==> src/rtl/accel_msg_loader.sv <==
// accel_msg_loader: SHA-256 front end. Snoops CPU word writes into a 17-word
// window, stages sixteen 32-bit words, and on a CPU launch command hands the
// 512-bit block to the hash core over a valid/ready handshake. Staging and
// output register are separate, so the next block can be filled while the
// previous one waits for the core.
//
// Ports:
//   clk, rst           rising-edge clock, asynchronous active-high reset
//   mem_listen_en      CPU write strobe (one word per cycle)
//   mem_listen_addr    CPU word address
//   mem_listen_data    CPU write data
//   blk_valid          output block valid
//   blk_data           512-bit block, word 0 at [511:480], word 15 at [31:0]
//   blk_ready          hash core accepts the block
//   word_cnt           popcount of the staging fill mask (0..16)
//   err_incomplete     sticky: launch with an incomplete mask
//   err_overrun        sticky: launch while the output was held and not draining
//
// Window map (word addresses relative to BASE_ADDR):
//   +0..+15  staging slots
//   +16      CTRL: bit0 launch, bit1 clear mask, bit2 clear sticky errors

module accel_msg_loader #(
  parameter logic [15:0] BASE_ADDR = 16'h0100
) (
  input  logic         clk,
  input  logic         rst,
  input  logic         mem_listen_en,
  input  logic [15:0]  mem_listen_addr,
  input  logic [31:0]  mem_listen_data,
  output logic         blk_valid,
  output logic [511:0] blk_data,
  input  logic         blk_ready,
  output logic [4:0]   word_cnt,
  output logic         err_incomplete,
  output logic         err_overrun
);

  localparam int unsigned NumWords = 16;

  typedef enum logic [0:0] {
    StOutEmpty,
    StOutFull
  } out_state_e;

  out_state_e   state_q, state_d;
  logic [511:0] stage_q, stage_d;
  logic [511:0] blk_q, blk_d;
  logic [15:0]  mask_q, mask_d;
  logic         err_inc_q, err_inc_d;
  logic         err_ovr_q, err_ovr_d;

  // ---------------------------------------------------------------------------
  // Address decode
  // ---------------------------------------------------------------------------
  // Modular subtraction: addresses below BASE_ADDR wrap to large offsets and
  // therefore fall outside the window without a separate lower-bound compare.
  logic [15:0] offset;
  logic [3:0]  slot_idx;
  logic        slot_wr;
  logic        ctrl_wr;

  assign offset   = mem_listen_addr - BASE_ADDR;
  assign slot_idx = offset[3:0];
  assign slot_wr  = mem_listen_en && (offset < 16'd16);
  assign ctrl_wr  = mem_listen_en && (offset == 16'd16);

  logic launch_req;
  logic clr_mask;
  logic clr_err;
  logic launch_try;
  logic mask_full;
  logic out_free;
  logic launch_ok;

  assign launch_req = ctrl_wr && mem_listen_data[0];
  assign clr_mask   = ctrl_wr && mem_listen_data[1];
  assign clr_err    = ctrl_wr && mem_listen_data[2];

  // A launch paired with a mask clear is dropped entirely: no copy, no error.
  assign launch_try = launch_req && !clr_mask;
  assign mask_full  = (mask_q == 16'hFFFF);
  // Output can take a new block if empty or draining this very cycle.
  assign out_free   = (state_q == StOutEmpty) || blk_ready;
  assign launch_ok  = launch_try && mask_full && out_free;

  // ---------------------------------------------------------------------------
  // Staging buffer and fill mask
  // ---------------------------------------------------------------------------
  always_comb begin
    stage_d = stage_q;
    for (int i = 0; i < NumWords; i++) begin
      if (slot_wr && (slot_idx == 4'(i))) begin
        stage_d[(NumWords - 1 - i) * 32 +: 32] = mem_listen_data;
      end
    end
  end

  always_comb begin
    mask_d = mask_q;
    if (slot_wr) begin
      mask_d[slot_idx] = 1'b1;
    end
    // Staging data is kept after a launch or clear; only the mask marks it stale.
    if (launch_ok || clr_mask) begin
      mask_d = '0;
    end
  end

  always_comb begin
    word_cnt = '0;
    for (int i = 0; i < NumWords; i++) begin
      word_cnt = word_cnt + 5'(mask_q[i]);
    end
  end

  // ---------------------------------------------------------------------------
  // Sticky errors (clear beats a same-cycle set)
  // ---------------------------------------------------------------------------
  always_comb begin
    err_inc_d = err_inc_q;
    err_ovr_d = err_ovr_q;
    if (launch_try && !mask_full) begin
      err_inc_d = 1'b1;
    end
    if (launch_try && !out_free) begin
      err_ovr_d = 1'b1;
    end
    if (clr_err) begin
      err_inc_d = 1'b0;
      err_ovr_d = 1'b0;
    end
  end

  // ---------------------------------------------------------------------------
  // Output FSM
  // ---------------------------------------------------------------------------
  always_comb begin
    state_d = state_q;
    blk_d   = blk_q;
    unique case (state_q)
      StOutEmpty: begin
        if (launch_ok) begin
          state_d = StOutFull;
          blk_d   = stage_q;
        end
      end
      StOutFull: begin
        if (launch_ok) begin
          // Transfer and reload at the same edge: stay full with the new block.
          blk_d = stage_q;
        end else if (blk_ready) begin
          state_d = StOutEmpty;
        end
      end
      default: begin
        state_d = StOutEmpty;
      end
    endcase
  end

  // ---------------------------------------------------------------------------
  // State registers
  // ---------------------------------------------------------------------------
  always_ff @(posedge clk or posedge rst) begin
    if (rst) begin
      state_q   <= StOutEmpty;
      stage_q   <= '0;
      blk_q     <= '0;
      mask_q    <= '0;
      err_inc_q <= 1'b0;
      err_ovr_q <= 1'b0;
    end else begin
      state_q   <= state_d;
      stage_q   <= stage_d;
      blk_q     <= blk_d;
      mask_q    <= mask_d;
      err_inc_q <= err_inc_d;
      err_ovr_q <= err_ovr_d;
    end
  end

  // blk_q is reset, so blk_data reads 0 as soon as rst asserts.
  assign blk_valid      = (state_q == StOutFull);
  assign blk_data       = blk_q;
  assign err_incomplete = err_inc_q;
  assign err_overrun    = err_ovr_q;

endmodule

==> config.mk <==
export PLATFORM = sky130hd
export DESIGN_NAME = accel_msg_loader
export DESIGN_NICKNAME = d
export VERILOG_FILES = /design/src/rtl/accel_msg_loader.sv
export SDC_FILE = /design/constraint.sdc
export NUM_CORES = 2
export LEC_CHECK = 0
export ABC_AREA = 1
export CORE_UTILIZATION = 30
export DETAILED_ROUTE_END_ITERATION = 10
export HOLD_SLACK_MARGIN = 0.15
export SLEW_MARGIN = 30
export SYNTH_ARGS = -nofsm -noshare
export SYNTH_HDL_FRONTEND = slang
export SYNTH_SLANG_ARGS = --single-unit
==> constraint.sdc <==
create_clock -name clk -period 78.6 [get_ports clk]
set_clock_uncertainty 0.15 [all_clocks]
set_input_delay 7.86 -clock clk [delete_from_list [all_inputs] [get_ports clk]]
set_output_delay 7.86 -clock clk [all_outputs]
set_load 0.005 [all_outputs]
# Yosys cells after proc, flatten, opt, wreduce, memory -nomap -nowiden
# Index checks and enable logic that the tools add are counted.
# W data, S select, Z words.
[word_totals] latch_bits=0 ff_bits=1043 mem_bits_ro=0 out_inout_bits=520 inputBits=52 ram_bits=0 n_memories=0
[classes] n_mux=13 div=0 shift=0 eq_ne=17 n_lt_le_gt_ge=3 n_addsub=16 n_reduce_logical=36 bitwise=2 multipliers=0
[op_table] operator="$mux W512" count=1
[op_table] operator="$add A5 B1 Y5" count=11
[op_table] operator="$eq A4 B4 Y1 const B" count=8
[op_table] operator="$mux W16" count=2
[op_table] operator="$logic_and A1 B1 Y1" count=27
[op_table] operator="$eq A16 B16 Y1 const B" count=1
[op_table] operator="$eq A16 B5 Y1 const B" count=1
[op_table] operator="$eq A4 B3 Y1 const B" count=4
[op_table] operator="$lt A16 B5 Y1 const B" count=1
[op_table] operator="$or A16 B16 Y16" count=1
[op_table] operator="$sub A16 B9 Y16 const B" count=1
[op_table] operator="$eq A4 B2 Y1 const B" count=2
[op_table] operator="$mux W1" count=8
[op_table] operator="$reduce_bool A2 Y1" count=3
[op_table] operator="$add A4 B1 Y5" count=1
[op_table] operator="$lt A4 B5 Y1 const B" count=1
[op_table] operator="$add A3 B1 Y4" count=1
[op_table] operator="$demux W1 S4" count=1
[op_table] operator="$eq A4 B1 Y1 const B" count=1
[op_table] operator="$ge A4 B1 Y1 const B" count=1
[op_table] operator="$logic_not A4 Y1" count=1
[op_table] operator="$add A2 B1 Y3" count=1
[op_table] operator="$logic_not A1 Y1" count=3
[op_table] operator="$add A1 B1 Y2" count=1
[op_table] operator="other kinds (3)" count=4

# Logic depth before layout (Yosys ltp)
[logic_depth] depth_word=15 ltp_mapped=11

# Least setup slack after synthesis
# OpenSTA, ideal clock, no wires.
[synth_path] path_kind="reg-to-output" startpoint="register mask_q[0]" endpoint="output port word_cnt[2]" slack_ps=67416 arrival_ps=3174 stages_incl_launch_ff=10 path_cell_list="dfrtp_1 -> fa_1 -> inv_1 -> fa_1 -> fa_1 -> fa_1 -> inv_1 -> ha_1 -> fa_1 -> xor2_1"
[synth_between] elab_chain_len=15
[synth_rtl] element="start: declaration" line_no="49" text="logic [15:0] mask_q, mask_d;"
[synth_rtl] element="start signal: assignment" line_no="177" text="mask_q <= mask_d;"
[synth_rtl] element="$add A1 B1 Y2" line_no="113" text="word_cnt = word_cnt + 5'(mask_q[i]);"
[synth_rtl] element="$add A2 B1 Y3" line_no="113"
[synth_rtl] element="$add A3 B1 Y4" line_no="113"
[synth_rtl] element="$add A4 B1 Y5" line_no="113"
[synth_rtl] element="$add A5 B1 Y5 (11 in series)" line_no="113"
[synth_rtl] element="end: declaration" line_no="34" text="output logic [4:0] word_cnt,"
# No other way between the ends.

# Final worst setup path
# Ends and elaborated chain as after synthesis.

==> impl_results.md <==
* Status: complete, no violations
* Worst-margin pin slew at 1.05 ns
* Die area at 139000 µm²
* PnR worst setup slack at between 60 and 70 ns
* Final nets at 4731
* Mapped Cells at between 4000 and 5000
* Number of synthesized register bits at roughly 1000
* Ys async rst share at 100%
* Total CTS buffers at 112
* Final min period at 12.59 ns
* Yosys cell types at 30
* Area delta synth->final at 25.3%
* Top-count cell post-synth: nand2_1
* Fraction of layout cells with a size suffix above 1 at 6.01%
* Num Clock Sinks at 1043
* Cell taking the most area after synthesis: dfrtp_1
* DRC Markers at 0
* Synth warn at 0
* Clock latency on the worst-skew pair at approximately 0.74 ns
* Hold_ws at 0.316 ns
* Synth top area share at between 60% and 70%
* Remaining antenna violation count after routing at 0
* First drt pass iteration count at 6
* Fin Setup TNS at 0 ns
* Synth area leaders: dfrtp_1, nand2_1, nand4_1
* Placer Congestion at 0.813
* Vias per inst at between 4 and 5
* Commonest cells post-synth: nand2_1, dfrtp_1, nand4_1
* Total number of vias at 32600
* Hold Buf Count CTS at 0
* Longest Clk Path Bufs at 3
* 1st-iter DRT viols at 3547
* Final setup violation count at 0
* Worst setup EP type: output port
* Crit Path Class: reg -> out
* WL per Instance at 22.5 µm
* Setup Buffers After CTS at 0
* Core area at 136000 µm²
* Ys flop type: dfrtp_1
* Synthesized area at 41400 µm²
* Clock Tree Root: clkbuf_16
* Gr usage total at 20.8%
* CP Max Fanout at 3
* Vias in the first global route at 31500
* Synthesized net count at 4348
* Initial core utilization at between 30% and 40%
* RSZ-0062 raised after global routing: no
* I/O pins at 572
* CTS H-tree lvls at 3
* Dpl ws at 65.87 ns
* EDFF count, synth at 0
* Slew HR at ~30%
* IO buf count at 571
* Seq/Total Area, Yosys at 63.1%
* Largest net degree at the start of global routing at 202
* Final HPWL DP at ~87000 µm
* Die Wd at around 370 µm
* Worst EP required at 70.59 ns
* Row count at 135
* Overflow after GRT at 0
* First-pass GRT wire length at 217000 µm
* Clk slew on worst S/H paths at 0.06 ns
* CP arrival at 4.58 ns
* Final hold vios at 0
* WL final at 147000 µm
* Max-cap violations at 0
* Type of the most critical hold path: reg -> reg
* PD cells at ~21 nW/µm²
* Die height at 373 µm
* Post-route total power at around 1.1 mW
* Fillers at 13600
* Antenna violations before repair at 22
* CTS tree: yes
* Slew Viols, Final at 0
* Post-cts resize count at 0
* Max rail drop VDD at 0.0172 mV
* Lkg Pwr at 25.0 nW
* Post-synthesis area per instance at 9.66 µm²
* Final Cycle Share at between 10% and 20%
* CP Launch Type: flip-flop
* Max frequency at 0.0794 GHz
[power by group]
group | leakage, nW | switching (mW) | internal [mW]
Combinational | 8.78 | 0.0255 | 0.00440
Clock | 1.86 | 0.225 | 0.315
Sequential | 14.4 | 0.0000552 | 0.537
[per-layer routing]
metal	up-vias	track usage (%)	share of wire (%)
met5	-	0	0.0054
met4	2	10.4	5.0
met3	261	2.97	5.4
met2	1138	34.0	48
met1	16200	26.9	41
li1	15000	-	-
[cells in the final DEF (no fill, tap or decap), types with 7 or more instances in the layout]
master	Yosys	layout
o21ai_1	311	311
clkbuf_1	148	28
nand2_1	1569	1569
diode_2	0	11
dfrtp_1	1043	1043
nand4_1	518	518
clkbuf_8	0	28
clkbuf_16	0	113
inv_1	156	131
nor2_1	63	62
buf_6	60	8
bufinv_16	0	7
buf_12	1	10
fa_1	10	10
clkdlybuf4s50_1	0	570
o21ai_2	9	9
nand3_4	10	10
o21ai_0	194	194
clkinv_2	0	19
inv_2	1	19
nand3_1	9	8
buf_4	2	32
[worst max-delay path: stages (launching register included)]
cell             delay (ns)
dfrtp_1                0.41
fa_1                   0.55
inv_1                  0.06
fa_1                   0.52
fa_1                   0.44
fa_1                   0.54
inv_1                  0.05
ha_1                   0.21
fa_1                   0.40
xor2_1                 0.15
clkdlybuf4s50_1        0.52
[worst paths after layout]
kind,startpoint,end,slack (ns),cells past startpoint
max reg2reg,blk_valid,blk_data[282],74.72,8
min reg2reg,blk_data[380],blk_data[380],0.32,2
max,mask_q[0],word_cnt[2],66.01,10
min,blk_data[380],blk_data[380],0.32,2
max in group asynchronous,rst,stage_q[54],67.56,7
min in group asynchronous,rst,blk_data[428],7.49,2
[cell families (layout without fill, tap and decap cells)]
family	Yosys count	count (layout)	share of synthesized area (%)
flops	1043	1043	63.1
buf+inv	515	990	6.28
fa+ha+maj	16	16	0.666
compound gates	523	523	6.45
other cells	0	11	0
simple gates	2181	2181	23.5
xor+xnor	2	2	0.0424
[stage by stage]
| step | util (%) | area [µm²] | std cells |
|---|---|---|---|
| finish | 38.1 | 51800 | 6547 |
| global route | 38.0 | 51800 | 6538 |
| CTS | 37.9 | 51600 | 6530 |
| detailed placement | 35.2 | 47900 | 6324 |
| global placement | 35.1 | 47800 | 6321 |
| floorplan | - | 41400 | 4280 |
[state kept, by name (all words and copies together) (netlist names)]
name,count
err_incomplete,1
blk_data,512
mask_q,16
stage_q,512
err_overrun,1
blk_valid,1
[cell type report]
| type | count | area, µm² | area share (%) |
|---|---|---|---|
| flip-flops and latches | 1043 | 26100 | 50.4 |
| clock inverters | 37 | 455 | 0.879 |
| repair buffers | 627 | 6410 | 12.4 |
| inverters | 157 | 604 | 1.17 |
| clock buffers | 169 | 3320 | 6.40 |
| multi-input cells | 2722 | 12700 | 24.5 |
| diodes | 11 | 27.5 | 0.0531 |
| well taps | 1781 | 2230 | 4.30 |
Power figures use the tool's default switching activity.
